==> config.mk <==
export PLATFORM = sky130hd
export DESIGN_NAME = iter_divider
export DESIGN_NICKNAME = d
export VERILOG_FILES = /design/src/rtl/iter_divider.sv
export SDC_FILE = /design/constraint.sdc
export NUM_CORES = 1
export LEC_CHECK = 0
export BUFFER_PORTS_ARGS = -buffer_cell sky130_fd_sc_hd__buf_4
export CORE_AREA = 4 4 141 198
export CTS_CLUSTER_DIAMETER = 40
export DETAILED_ROUTE_END_ITERATION = 10
export DIE_AREA = 0 0 145 202
export REMOVE_ABC_BUFFERS = 1
export SETUP_SLACK_MARGIN = 0.15
export SLEW_MARGIN = 20
export SYNTH_ARGS = -nofsm -noshare
export SYNTH_HDL_FRONTEND = slang
export SYNTH_SLANG_ARGS = --single-unit
==> constraint.sdc <==
create_clock -name clk_i -period 12.5 [get_ports clk_i]
set_input_delay 2.5 -clock clk_i [delete_from_list [all_inputs] [get_ports clk_i]]
set_output_delay 2.5 -clock clk_i [all_outputs]
set_load 0.05 [all_outputs]
==> src/rtl/iter_divider.sv <==
// iter_divider: multi-cycle radix-2 restoring divider for RV32M DIV/DIVU/REM/REMU.
// One operation at a time through a start/ready handshake; valid_o pulses for one
// cycle when result_o carries the quotient or remainder.
// Optional macro DIV_FASTPATH_EN: divide-by-zero and signed overflow complete
// straight from IDLE (valid_o in cycle 1) instead of iterating.
module iter_divider #(
  parameter int WIDTH = 32
) (
  input  logic             clk_i,
  input  logic             rst_i,
  input  logic             start_i,
  input  logic [1:0]       op_i,
  input  logic [WIDTH-1:0] dividend_i,
  input  logic [WIDTH-1:0] divisor_i,
  input  logic             flush_i,
  output logic             ready_o,
  output logic             valid_o,
  output logic [WIDTH-1:0] result_o
);

  localparam int CW = $clog2(WIDTH);

  typedef enum logic [1:0] {IDLE, CALC, FIX, DONE} state_t;

  state_t           state_q, state_d;
  logic [1:0]       op_q, op_d;
  logic             neg_quo_q, neg_quo_d;
  logic             neg_rem_q, neg_rem_d;
  logic [WIDTH-1:0] dvd_q, dvd_d;
  logic [WIDTH-1:0] dvs_q, dvs_d;
  logic [WIDTH-1:0] rem_q, rem_d;
  logic [WIDTH-1:0] result_q, result_d;
  logic [CW-1:0]    cnt_q, cnt_d;

  logic             is_signed;
  logic [WIDTH-1:0] abs_dividend;
  logic [WIDTH-1:0] abs_divisor;
  logic [WIDTH:0]   shifted;
  logic [WIDTH:0]   trial;
  logic [WIDTH-1:0] quo_fix;
  logic [WIDTH-1:0] rem_fix;

  // Operand magnitudes, the per-iteration trial subtraction and the sign fix-up.
  // The dividend register doubles as the quotient register: each iteration
  // shifts a dividend bit out of the top and a quotient bit in at the bottom.
  // A zero divisor makes every trial non-negative, so the quotient comes out all
  // ones and the remainder equals the dividend magnitude without special casing.
  assign is_signed    = ~op_i[0];
  assign abs_dividend = (is_signed && dividend_i[WIDTH-1]) ? -dividend_i : dividend_i;
  assign abs_divisor  = (is_signed && divisor_i[WIDTH-1])  ? -divisor_i  : divisor_i;
  assign shifted      = {rem_q, dvd_q[WIDTH-1]};
  assign trial        = shifted - {1'b0, dvs_q};
  assign quo_fix      = neg_quo_q ? -dvd_q : dvd_q;
  assign rem_fix      = neg_rem_q ? -rem_q : rem_q;

  // Next-state and datapath control; flush aborts anything in flight and
  // overrides a start in IDLE.
  always_comb begin
    state_d   = state_q;
    op_d      = op_q;
    neg_quo_d = neg_quo_q;
    neg_rem_d = neg_rem_q;
    dvd_d     = dvd_q;
    dvs_d     = dvs_q;
    rem_d     = rem_q;
    result_d  = result_q;
    cnt_d     = cnt_q;
    case (state_q)
      IDLE: begin
        if (start_i && !flush_i) begin
          op_d      = op_i;
          neg_quo_d = is_signed && (divisor_i != '0) &&
                      (dividend_i[WIDTH-1] ^ divisor_i[WIDTH-1]);
          neg_rem_d = is_signed && dividend_i[WIDTH-1];
          dvd_d     = abs_dividend;
          dvs_d     = abs_divisor;
          rem_d     = '0;
          cnt_d     = CW'(WIDTH - 1);
          state_d   = CALC;
`ifdef DIV_FASTPATH_EN
          if (divisor_i == '0) begin
            result_d = op_i[1] ? dividend_i : '1;
            state_d  = DONE;
          end else if (is_signed && (dividend_i == {1'b1, {(WIDTH-1){1'b0}}}) &&
                       (divisor_i == '1)) begin
            result_d = op_i[1] ? '0 : dividend_i;
            state_d  = DONE;
          end
`endif
        end
      end
      CALC: begin
        if (flush_i) begin
          state_d = IDLE;
        end else begin
          rem_d = trial[WIDTH] ? shifted[WIDTH-1:0] : trial[WIDTH-1:0];
          dvd_d = {dvd_q[WIDTH-2:0], ~trial[WIDTH]};
          cnt_d = cnt_q - 1'b1;
          if (cnt_q == '0) begin
            state_d = FIX;
          end
        end
      end
      FIX: begin
        if (flush_i) begin
          state_d = IDLE;
        end else begin
          result_d = op_q[1] ? rem_fix : quo_fix;
          state_d  = DONE;
        end
      end
      DONE: begin
        state_d = IDLE;
      end
      default: begin
        state_d = IDLE;
      end
    endcase
  end

  // State and datapath registers, cleared asynchronously by reset.
  always_ff @(posedge clk_i or posedge rst_i) begin
    if (rst_i) begin
      state_q   <= IDLE;
      op_q      <= '0;
      neg_quo_q <= 1'b0;
      neg_rem_q <= 1'b0;
      dvd_q     <= '0;
      dvs_q     <= '0;
      rem_q     <= '0;
      result_q  <= '0;
      cnt_q     <= '0;
    end else begin
      state_q   <= state_d;
      op_q      <= op_d;
      neg_quo_q <= neg_quo_d;
      neg_rem_q <= neg_rem_d;
      dvd_q     <= dvd_d;
      dvs_q     <= dvs_d;
      rem_q     <= rem_d;
      result_q  <= result_d;
      cnt_q     <= cnt_d;
    end
  end

  assign ready_o  = (state_q == IDLE);
  assign valid_o  = (state_q == DONE);
  assign result_o = result_q;

endmodule
==> flow_metrics.env <==
export IMPL_status="finished clean"
export IMPL_synth_area_mux_share_pct=3.624
export IMPL_synthFlopType="dfrtp_1"
export IMPL_io_pins=104
export IMPL_skew_ps=7.996
export IMPL_grt_pass1_vias=8966
export IMPL_die_y_um=202
export IMPL_synth_top_family_by_area="compound AO/OA/AOI/OAI gates"
export IMPL_ir_worst_vdd_v=0.0001255
export IMPL_arrival_ps=5220
export IMPL_antenna_found_initial=0
export IMPL_yosys_area_share_simple_pct=17.36
export IMPL_period_minus_slack_ps=4942
export IMPL_yosys_top_cells_area="dfrtp_1 34%, o21ai_0 8.2%, xnor2_1 6.6%"
export IMPL_worstPathRequired_ps=12780
export IMPL_gp_congestion=0.8485
export IMPL_drt_pre_antenna_iters=7
export IMPL_avgSynthCellArea_um2=8.184
export IMPL_globalRouteMet2Util_pct=33.88
export IMPL_synth_compound_area_share_pct=22.19
export IMPL_cts_made_buffers=17
export IMPL_clockBufferDepth=2
export IMPL_critPathLaunch="dividend_i[8]"
export IMPL_leakagePower_nw=5.097
export IMPL_yosysWarnings=0
export IMPL_async_reset_ff_share_pct=100.0
export IMPL_fillers=2586
export IMPL_r2r_end="rem_q[2]"
export IMPL_synthDistinctLibCells=68
export IMPL_crit_top_cell="or4_1"
export IMPL_diodes=0
export IMPL_drc_errors=0
export IMPL_drv_slew=0
export IMPL_cp_start_kind="input pin"
export IMPL_rows=70
export IMPL_post_cts_buffers=0
export IMPL_clock_fmax_mhz=202.4
export IMPL_synth_edf_count=0
export IMPL_coreArea_um2=26010
export IMPL_areaGrowthSynthToFinish_pct=15.21
export IMPL_hold_viol=0
export IMPL_grt_setup_unrepaired="false"
export IMPL_ys_seq_area_share_pct=34.25
export IMPL_ys_ff_latch=138
export IMPL_layout_commonest_cell="nand2_1"
export IMPL_htreeDepth=4
export IMPL_synth_fa_ha_area_share_pct=4.914
export IMPL_cap_viol_max_count=0
export IMPL_yosysTopAreaCellShare_pct=34.25
export IMPL_via_per_inst=5.454
export IMPL_wire_per_inst_um=16.42
export IMPL_portBuffers=103
export IMPL_finalSetupViolCount=0
export IMPL_grt_overflow=0
export IMPL_r2r_start="dvd_q[31]"
export IMPL_clock_latency_ps=430
export IMPL_reg2reg_slack_ps=8380
export IMPL_syn_inst=1232
export IMPL_path_class="in2reg"
export IMPL_fin_area_um2=11620
export IMPL_finalCritPeriodShare_pct=39.53
export IMPL_tightest_slew_ps=1078
export IMPL_layout_common_cells="175 x nand2_1, 165 x o21ai_0, 138 x dfrtp_1"
export IMPL_use_met3_pct=2.714
export IMPL_root_buffer="clkbuf_16"
export IMPL_track_usage_pct=18.23
export IMPL_grt_max_degree=93
export IMPL_holdBufCountCts=0
export IMPL_critPathCaptureType="flop"
export IMPL_crit_fanout=5
export IMPL_synth_xor_area_share_pct=12.68
export IMPL_cp_slowest_stage_delay_ps=590
export IMPL_powerDensity_nw_per_um2=195.7
export IMPL_ant_nets=0
export IMPL_cts_sinks=138
export IMPL_vias=8939
export IMPL_ff_latch_area_um2=3453
export IMPL_critPathCapture="dvd_q[29]"
export IMPL_dieArea_um2=29290
export IMPL_final_nets=1413
export IMPL_grt_pass1_wl_um=44230
export IMPL_routed_wl_um=26910
export IMPL_drive_gt1_share_pct=12.70
export IMPL_path_clk_slew_ps=60
export IMPL_initial_core_util_pct=38.76
export IMPL_dp_hpwl_um=19810
export IMPL_met1_usage_pct=21.10
export IMPL_slew_headroom_pct=28.14
export IMPL_grt_busiest_layer="met2"
export IMPL_multi_input_area_um2=6165
export IMPL_placed_area_um2=11080
export IMPL_r2r_cells=14
export IMPL_ctsResizeCount=0
export IMPL_drt_iter0_drc=502
export IMPL_synth_top_area_cell="dfrtp_1"
export IMPL_path_cells="buf_4 > or4_1 > nor4_1 > nand3_1 > or4_1 > nor3b_1 > a21oi_1 > xnor2_1 > o22ai_1"
export IMPL_die_w_um=145
export IMPL_hold_path_class="reg2reg"
export IMPL_slowest_stage="or4_1"
export IMPL_cts_tree="yes"
export IMPL_synth_area_um2=10080
export IMPL_tns_ps=0
[through the flow]
stage	setup WS (ps)	hold slack [ps]	total power, mW	std cells	util (%)
3_5_place_dp	7121	469.9	1.808	1609	42.60
6_report	7558	474.1	2.274	1639	44.66
4_1_cts	7575	482.9	2.288	1639	44.65
2_1_floorplan	6304	449.8	1.529	1172	-
3_3_place_gp	7158	466.8	1.792	1609	42.60
5_1_grt	7295	496.1	2.463	1639	44.66
[registers in the layout (all words and copies together), names as in the netlist]
name and count:
cnt_q 5, state_q 2, result_o 32, op_q 1, dvd_q 32, rem_q 32
neg_quo_q 1, dvs_q 32, neg_rem_q 1
[synth_stat cells, drive strengths merged (10+ instances only)]
cell type and n:
xnor2 76, xor2 70, a21oi 87, o31ai 29, nor4 11, nor3 17, nand2b 15, or4 11
o41ai 14, o21ai 181, buf 10, inv 55, clkbuf 50, nand2 175, or3 10, dfrtp 138
ha 38, mux2i 32, nor2 79, a22oi 19, nand3 18, a21o 10
[logic make-up after synthesis]
logic type	after synthesis
AO/OA/AOI/OAI	382
multiplexers	36
buffers and inverters	115
AND/OR/NAND/NOR	376
adder cells (fa/ha/maj)	39
XOR/XNOR	146
flip-flops	138
[worst max-delay path, delay by kind of cell]
family          cells  cell delay (ps)
compound gates      2              260
xor+xnor            1              170
buf+inv             1              120
simple gates        5             2180
[how the worst min path moves through the flow]
stage	startpoint	end	slack (ps)	cells past startpoint
floorplan	dvs_q[10]	dvs_q[10]	450	2
global placement	result_o[5]	result_o[5]	470	2
detailed placement	dvs_q[18]	dvs_q[18]	470	2
CTS	dvs_q[18]	dvs_q[18]	480	2
global route	dvs_q[6]	dvs_q[6]	500	2
finish	dvs_q[13]	dvs_q[13]	470	2
[layout make-up]
type / count / share of cell area [%]
well taps: 324 / 3.490
clock inverters: 12 / 0.8940
inverters: 55 / 1.820
flip-flops and latches: 138 / 29.73
clock buffers: 18 / 3.695
repair buffers: 113 / 7.303
multi-input cells: 979 / 53.07
[power by group]
group / internal (mW) / switching, mW / total (mW) / leakage [nW]
registers: 0.533 / 0.142 / 0.675 / 1.78
logic: 0.490 / 0.636 / 1.13 / 3.06
clock network: 0.270 / 0.203 / 0.473 / 0.258
total: 1.29 / 0.981 / 2.27 / 5.10
[metal layers]
layer  share of wire (%)  up-vias
met2                  53      167
met3                 3.1       44
met5                   0        -
met1                  41     4249
li1                    -     4479
met4                 2.9        0
Power figures use the tool's default switching activity.
